$ cat src/rtl/cpu_top.sv
// ----------------------------------------------------------------------------
// cpu_top -- single-cycle 8-bit mini CPU.
//
// Contains the program counter, a fixed 256x8 instruction ROM, four 8-bit
// general registers (R0-R3), the ALU and a 16x8 data RAM. Every instruction
// is fetched, decoded, executed and written back in one clock. All internal
// state lives in <sig>_q flops fed from <sig>_d next-state logic.
//
// Ports:
//   clk        in   1  clock, state updates on rising edge
//   reset      in   1  asynchronous active-low; clears PC, registers, data RAM
//   pc_out     out  8  current program counter
//   instr      out  8  instruction at IMEM[PC]
//   rd1        out  8  R[instr[5:4]]  (destination / first source)
//   rd2        out  8  R[instr[3:2]]  (second source / address register)
//   alu_result out  8  ALU or address result of the current instruction
//   data_out   out  8  DMEM[rd2[3:0]], combinational read
//   r0..r3     out  8  live register contents
// ----------------------------------------------------------------------------
module cpu_top (
    input  logic       clk,
    input  logic       reset,
    output logic [7:0] pc_out,
    output logic [7:0] instr,
    output logic [7:0] rd1,
    output logic [7:0] rd2,
    output logic [7:0] alu_result,
    output logic [7:0] data_out,
    output logic [7:0] r0,
    output logic [7:0] r1,
    output logic [7:0] r2,
    output logic [7:0] r3
);

    typedef enum logic [1:0] {
        OP_ALU  = 2'b00,
        OP_LDI  = 2'b01,
        OP_ADDI = 2'b10,
        OP_MEM  = 2'b11
    } op_e;

    // fn field meaning for R-type and for the memory/control group.
    localparam logic [1:0] FN_ADD = 2'b00;
    localparam logic [1:0] FN_SUB = 2'b01;
    localparam logic [1:0] FN_AND = 2'b10;
    localparam logic [1:0] FN_ST  = 2'b00;
    localparam logic [1:0] FN_LD  = 2'b01;
    localparam logic [1:0] FN_JMP = 2'b10;

    logic [7:0] pc_q, pc_d;
    logic [7:0] regs_q [4];
    logic [7:0] regs_d [4];
    logic [7:0] dmem_q [16];
    logic [7:0] dmem_d [16];

    op_e        op;
    logic [1:0] rd_idx;
    logic [1:0] rs_idx;
    logic [1:0] fn;
    logic [7:0] imm8;

    // ------------------------------------------------------------------
    // Instruction ROM: fixed program, NOP everywhere else.
    // ------------------------------------------------------------------
    always_comb begin
        unique case (pc_q)
            8'd0:    instr = 8'h55;  // LDI  R1,5
            8'd1:    instr = 8'h63;  // LDI  R2,3
            8'd2:    instr = 8'h18;  // ADD  R1,R2
            8'd3:    instr = 8'hD8;  // ST   R1 -> [R2]
            8'd4:    instr = 8'hC9;  // LD   R0 <- [R2]
            8'd5:    instr = 8'h09;  // SUB  R0,R2
            8'd6:    instr = 8'hBF;  // ADDI R3,15
            8'd7:    instr = 8'h36;  // AND  R3,R1
            default: instr = 8'hFF;  // NOP
        endcase
    end

    // ------------------------------------------------------------------
    // Decode and operand read. Both ports read pre-edge register values,
    // so rd == rs simply yields the same operand twice.
    // ------------------------------------------------------------------
    assign op       = op_e'(instr[7:6]);
    assign rd_idx   = instr[5:4];
    assign rs_idx   = instr[3:2];
    assign fn       = instr[1:0];
    assign imm8     = {4'b0000, instr[3:0]};

    assign rd1      = regs_q[rd_idx];
    assign rd2      = regs_q[rs_idx];
    // Only the low address nibble selects a data RAM byte.
    assign data_out = dmem_q[rd2[3:0]];

    assign pc_out   = pc_q;
    assign r0       = regs_q[0];
    assign r1       = regs_q[1];
    assign r2       = regs_q[2];
    assign r3       = regs_q[3];

    // ------------------------------------------------------------------
    // Execute and next-state.
    // ------------------------------------------------------------------
    always_comb begin
        // NOTE: every output of this block gets a default first, so no path
        // leaves a signal unassigned and no latch is inferred.
        pc_d       = pc_q + 8'd1;   // wraps 8'hFF -> 8'h00 naturally
        regs_d     = regs_q;
        dmem_d     = dmem_q;
        alu_result = 8'h00;

        unique case (op)
            OP_ALU: begin
                unique case (fn)
                    FN_ADD:  alu_result = rd1 + rd2;
                    FN_SUB:  alu_result = rd1 - rd2;
                    FN_AND:  alu_result = rd1 & rd2;
                    default: alu_result = rd1 | rd2;
                endcase
                regs_d[rd_idx] = alu_result;
            end
            OP_LDI: begin
                alu_result     = imm8;
                regs_d[rd_idx] = imm8;
            end
            OP_ADDI: begin
                alu_result     = rd1 + imm8;
                regs_d[rd_idx] = alu_result;
            end
            default: begin  // OP_MEM: ST / LD / JMP / NOP
                unique case (fn)
                    FN_ST: begin
                        alu_result       = rd2;
                        dmem_d[rd2[3:0]] = rd1;
                    end
                    FN_LD: begin
                        alu_result     = rd2;
                        regs_d[rd_idx] = data_out;
                    end
                    FN_JMP: begin
                        alu_result = rd2;
                        pc_d       = rd2;
                    end
                    default: ;  // NOP: no state change, alu_result stays 0
                endcase
            end
        endcase
    end

    // ------------------------------------------------------------------
    // State registers. While reset is low nothing is written, so an
    // instruction in flight when reset asserts is simply dropped.
    // ------------------------------------------------------------------
    always_ff @(posedge clk or negedge reset) begin
        if (!reset) begin
            pc_q <= 8'h00;
            for (int i = 0; i < 4; i++) begin
                regs_q[i] <= 8'h00;
            end
            // NOTE: the data RAM is cleared by reset, which forces it into
            // flops rather than a RAM macro; the architecture requires it.
            for (int i = 0; i < 16; i++) begin
                dmem_q[i] <= 8'h00;
            end
        end else begin
            // NOTE: non-blocking assignments so every flop samples pre-edge
            // values regardless of statement order.
            pc_q   <= pc_d;
            regs_q <= regs_d;
            dmem_q <= dmem_d;
        end
    end

endmodule

$ cat config.mk
export PLATFORM = sky130hd
export DESIGN_NAME = cpu_top
export DESIGN_NICKNAME = d
export VERILOG_FILES = /design/src/rtl/cpu_top.sv
export SDC_FILE = /design/constraint.sdc
export NUM_CORES = 1
export LEC_CHECK = 0
export CAP_MARGIN = 20
export CORE_MARGIN = 4
export CORE_UTILIZATION = 59
export DETAILED_ROUTE_END_ITERATION = 8
export MAX_ROUTING_LAYER = met4
export PLACE_DENSITY = 0.87
export REMOVE_ABC_BUFFERS = 1
export SLEW_MARGIN = 10
export SYNTH_ARGS = -nofsm -noshare
export SYNTH_HDL_FRONTEND = slang
export SYNTH_SLANG_ARGS = --single-unit
$ cat constraint.sdc
create_clock -name clk -period 6 [get_ports clk]
set_clock_uncertainty 0.15 [all_clocks]
set_input_delay 1.2 -clock clk [delete_from_list [all_inputs] [get_ports clk]]
set_output_delay 1.2 -clock clk [all_outputs]
set_load 0.01 [all_outputs]
* Word level (Yosys, flattened, before mapping) *
Memories as Yosys holds them, arrays and structs flattened.
Index checks and enable logic that the tools add are counted.

storage, ports and cells
  memories = 1
  register bits = 168
  memory bits (read-only) = 64
  logic and storage cells = 77

cells by class
  reduce and logical (&&, ||, !) cells = 9
  mux-type cells = 27
  bitwise logic cells = 6
  magnitude comparators = 5
  equal/unequal tests = 4
  add/sub/neg operators = 4

memory list
  memory            depth  bits a word  rd ports  clocked after memory_dff  wr ports  line  text
  (name not given)  8      8            1         0                         0         66    unique case (pc_q)

operators by type and width
  operator                                                  count
  bitwise mux 128 bit                                       1
  bitwise mux 32 bit                                        4
  two-way mux 8 bit                                         13
  case mux 32 bit (3 select lines)                          1
  case mux 8 bit (3 select lines)                           2
  binary-select mux 8 bit (select 2 bit)                    2
  binary-select mux 8 bit (select 4 bit)                    1
  demux 8 bit (select 4 bit)                                1
  two-way mux 32 bit                                        1
  demux 8 bit (select 2 bit)                                1
  adder 8 x 1 -> 8 bit, second input constant               1
  adder 8 x 4 -> 8 bit                                      1
  adder 8 bit                                               1
  AND 8 bit                                                 1
  OR 8 bit                                                  1
  subtractor 8 bit                                          1
  greater-or-equal comparator 3 bit, second input constant  2
  NOT 2 -> 3 bit                                            2
  OR reduction 3 bit                                        2
  greater-or-equal comparator 5 bit, second input constant  1
  logical NOT 5 bit                                         1
  < comparator 5 x 1 -> 1 bit, second input constant        1
  NOT 4 -> 5 bit                                            1
  equality test 2 x 1 -> 1 bit, second input constant       2
  7 further kinds                                           10

* Longest topological paths before layout *
  depth in word-level cells = 13
  mapped depth = 23
  depth with buffers taken out = 20

* Worst setup path before layout *
Ideal clock, no wire load.

  path kind = reg2out
  start point = reg pc_q[1], in the netlist pc_out[1]
  end point = out alu_result[7]
  setup slack = 0.254 ns
  arrival time = 4.396 ns
  stages on the path, launching flop included = 23
  path buffers = 3
  path through = dfrtp_1 buf_2 inv_1 ha_1 mux2_4 mux2_4 a32o_2 nor2_4 buf_6 buf_2 inv_1 ha_1 mux2i_1 ha_1 nor2b_1 o2111ai_1 nand3_1 o211ai_1 xnor3_1 nand2b_1 mux2i_1 nor2_1 o21ai_0

between the ends
  longest elaborated chain between the ends = 10
  elaborated cells between the ends (all ways) = 26
  classes of those cells = add/sub: 3; eq/ne: 4; mux: 11; bitwise: 4; reduce/logical: 3; memory: 1

ends and longest elaborated chain
  item                                                              line    text
  from (decl)                                                       50      logic [7:0] pc_q, pc_d;
  from (signal assigned)                                            167     pc_q <= pc_d;
  memory (8 x 8 bit) *                                              --
  two-way mux 8 bit *                                               66
  NOT 2 -> 3 bit, on equally long branches                          89, 90
  binary-select mux 8 bit (select 2 bit), on equally long branches  89, 90
  two-way mux 8 bit, on equally long branches (2 in series)         89, 90
  subtractor 8 bit, or another cell as far along                    115     FN_SUB: alu_result = rd1 - rd2;
  case mux 8 bit (3 select lines)                                   113     unique case (fn)
  two-way mux 8 bit                                                 111     unique case (op)
  case mux 8 bit (3 select lines) *                                 111
  to (decl)                                                         27      output logic [7:0] alu_result,

Every way passes the cells marked *; elsewhere a longest branch is shown, timed or not. The select of a mux whose other input is x is not followed.

* Final worst setup path *
  start point = reg pc_q[0], in the netlist pc_out[0]
  end point = out alu_result[3]

The elaborated chain is that of the path after synthesis.

==> reports/metrics.cfg <==
[setup_path]
cp.required_ns = 4.65
path_max_fanout = 6
cpMaxStageDelayCell = dfrtp_1
path_class = register to primary output
crit_path_end_kind = primary output
path_cells = inv_1 -> ha_2 -> mux2_4 -> mux2_4 -> a32o_2 -> nor2_4 -> buf_4 -> ha_1 -> buf_4 -> nor2_2 -> xnor2_1 -> ha_1 -> buf_4 -> o21a_1 -> nor2_1 -> xnor2_1 -> o21ai_0 -> o2bb2ai_1 -> o22ai_1 -> dlygate4sd2_1
slowest_delay_ns = 0.38
cp_common_cell = buf_4
cp_num_buf_inv = 5
cp.arrival_ns = 4.52
crit_family = compound AO/OA/AOI/OAI gates
critPathLaunchType = register

[timing]
slew_headroom_pct = 36.20
finalSetupViolCount = 0
slew_violations = 0
grt_setup_unrepaired = yes
finalSetupTns_ns = 0
setup_ws_ns = 0.1296
tightest_slew_ns = 0.9570
finalHoldViolCount = 0
min_period_ns = 5.870
fin_crit_sh_pct = 97.84
clock.fmax_ghz = 0.1703

[pwr]
intPower_uw = 1735
leakage_uw = 0.005497
p_sw_uw = 508.3
p_per_area_nw_per_um2 = 179.4
vdd_ir_drop_max_mv = 0.2474
sw_frac_of_total_pct = 22.65
power.share.combinational_pct = 1.0
seqPwrFrac_pct = 50.5
p_clk_share_pct = 48.5

[routing]
num_vias = 9384
via_per_inst = 6.693
drt_pass1_iterations = 6
ant_nets = 0
first_iter_violations = 1035
routed_wl_microns = 34790
post_drt_wl_per_cell_microns = 24.81
drc_errors = 0

[layout]
num_antenna_cells = 0
syn_to_final_growth_pct = 20.11
num-nets-final = 1195
drive_above_1_share_pct = 28.38
final_cells = 1402
multi_input_area_sq_um = 5856
register_area_sq_um = 4204
fill_cells = 1248

[logic_synthesis]
synth.area.top_cells = dfrtp_1 (40%), mux2_2 (15%), nand2_1 (3.9%), mux2i_1 (3.3%), ha_1 (3.2%)
synth.most_common_cell = dfrtp_1
syn_area_per_cell_sq_um = 10.07
yosysTopAreaCell = dfrtp_1
synth_top_area_share_pct = 40.38
synthCells = 1034
ys_seq_elements = 168
yosysWarnings = 0
synth_edf_count = 0
ys_top_cells_by_count = dfrtp_1 (168), mux2_2 (137), nand2_1 (109)
yosys.cell_types.count = 84
synth_ff_type = dfrtp_1
ys_async_sr_fraction_pct = 100.0
synthesis.area_sq_um = 10410
yosysSeqAreaShare_pct = 40.38

[global_route]
grt_pass1_wl_microns = 53880
grt_usage_pct = 36.16
overflow = 0
grt_pass1_vias = 9358
grt_max_degree = 72
antenna_found_initial = 0

[clocking]
cts_tree = built
cts.reportedPaths.clkPinSlew_ns = 0.07
cts-root-buf = clkbuf_16
cts.sinks = 168
clk_latency_ns = 0.44
clockBufferDepth = 2
cts_made_buffers = 17
htree_levels = 4
hold_buffers = 0

[placement]
dp.cells = 1363
io_buffers = 81
place_ws_ns = 0.08951
place_hpwl_microns = 23830
gp_congestion = 0.9908

[floorplan]
io_pins = 82
rows = 48
initial_core_util_pct = 60.19
dieArea_sq_um = 19840
floorplan.core_area_sq_um = 17300
die_w_microns = 140.8
die_h_microns = 140.8

[status]
status = complete, no violations

[run]
cap_violations = 0

[worst_hold_path]
min_path_type = register to register

## power by group through the flow
stage | clock, uW | sequential [uW] | combinational, uW
after detailed placement | 0 | 1150 | 24.5
after floorplan | 0 | 1150 | 0.00214
after global routing | 1140 | 1130 | 27.7
after global placement | 0 | 1150 | 24.2
final | 1090 | 1130 | 23.6
after CTS | 1090 | 1130 | 24.5
## placed cells by master, fill, tap and decap left out, drive strengths merged, types with 3 or more instances in the layout
| cell | instances |
|---|---|
| nand2b | 7 |
| a31oi | 9 |
| a22oi | 7 |
| a311o | 4 |
| dfrtp | 168 |
| o221ai | 9 |
| nand2 | 112 |
| and2 | 3 |
| clkinv | 4 |
| buf | 89 |
| clkdlybuf4s50 | 74 |
| o32ai | 4 |
| or2 | 9 |
| ha | 27 |
| a32oi | 11 |
| nor2b | 3 |
| o22ai | 31 |
| mux2 | 140 |
| a311oi | 4 |
| nand3 | 39 |
| and3 | 7 |
| maj3 | 3 |
| a211oi | 8 |
| nor2 | 80 |
| a21o | 7 |
| xnor2 | 11 |
| o21ai | 56 |
| o211ai | 15 |
| inv | 39 |
| or3 | 7 |
| mux2i | 35 |
| nor3 | 15 |
| a21oi | 57 |
| clkbuf | 23 |
| xor2 | 11 |
| a21boi | 3 |
## logic make-up after synthesis
kind of cell	after synthesis	synth area share [%]
adder cells (fa/ha/maj)	32	3.918
buffers and inverters	90	4.278
AO/OA/AOI/OAI	253	16.97
flip-flops	168	40.38
XOR/XNOR	23	2.067
AND/OR/NAND/NOR	293	13.77
multiplexers	175	18.62
## stage by stage
stage	power (uW)	cell area, sq um	utilization (%)	hold slack, ns
2_1_floorplan	1154	10090	-	0.3233
3_3_place_gp	1178	11800	68.24	0.3325
3_5_place_dp	1178	11800	68.24	0.3393
4_1_cts	2247	12450	71.96	0.3542
5_1_grt	2295	12500	72.29	0.3701
6_report	2244	12500	72.29	0.3566
## metal layers
| metal | up-vias | GRT usage [%] | share of wire [%] |
|---|---|---|---|
| met5 | - | - | 0 |
| met4 | 0 | 17.95 | 5.5 |
| met3 | 144 | 6.309 | 8.6 |
| met2 | 589 | 57.41 | 47 |
| met1 | 4603 | 44.92 | 39 |
| li1 | 4048 | - | - |
## state kept, by name (all words and copies together) (netlist names)
register / cells
r1: 8
r2: 8
dmem_q: 128
r0: 8
r3: 8
pc_out: 8
## final timing paths
| check | startpoint | to | slack (ns) | cells past startpoint |
|---|---|---|---|---|
| worst min-delay path | dmem_q[16]$_DFFE_PN0P_ | dmem_q[16]$_DFFE_PN0P_ | 0.36 | 1 |
| worst min register to register | dmem_q[16]$_DFFE_PN0P_ | dmem_q[16]$_DFFE_PN0P_ | 0.36 | 1 |
| worst max register to register | pc_out[1]$_DFF_PN0_ | r3[4]$_DFFE_PN0P_ | 1.40 | 21 |
| worst max-delay path | pc_out[0]$_DFF_PN0_ | alu_result[3] | 0.13 | 20 |
| min in group asynchronous | reset | pc_out[6]$_DFF_PN0_ | 0.63 | 1 |
| max in group asynchronous | reset | r3[1]$_DFFE_PN0P_ | 3.90 | 2 |
## layout make-up
class                      count  share of cell area [%]
inverter                      33                   1.011
clock inverter                11                  0.8805
tap                          225                   2.251
clock buffer                  21                   3.682
multi-input combinational    776                   46.83
sequential                   168                   33.62
timing repair buffer         168                   11.73
## what timing repair did
item                                   4_1_cts  5_1_grt
resized for setup                           16       21
buffers inserted                             5        2
setup endpoints to repair                    7        8
pin swaps                                    5        5
endpoints found under the hold margin        0        0
Power figures use the tool's default switching activity.
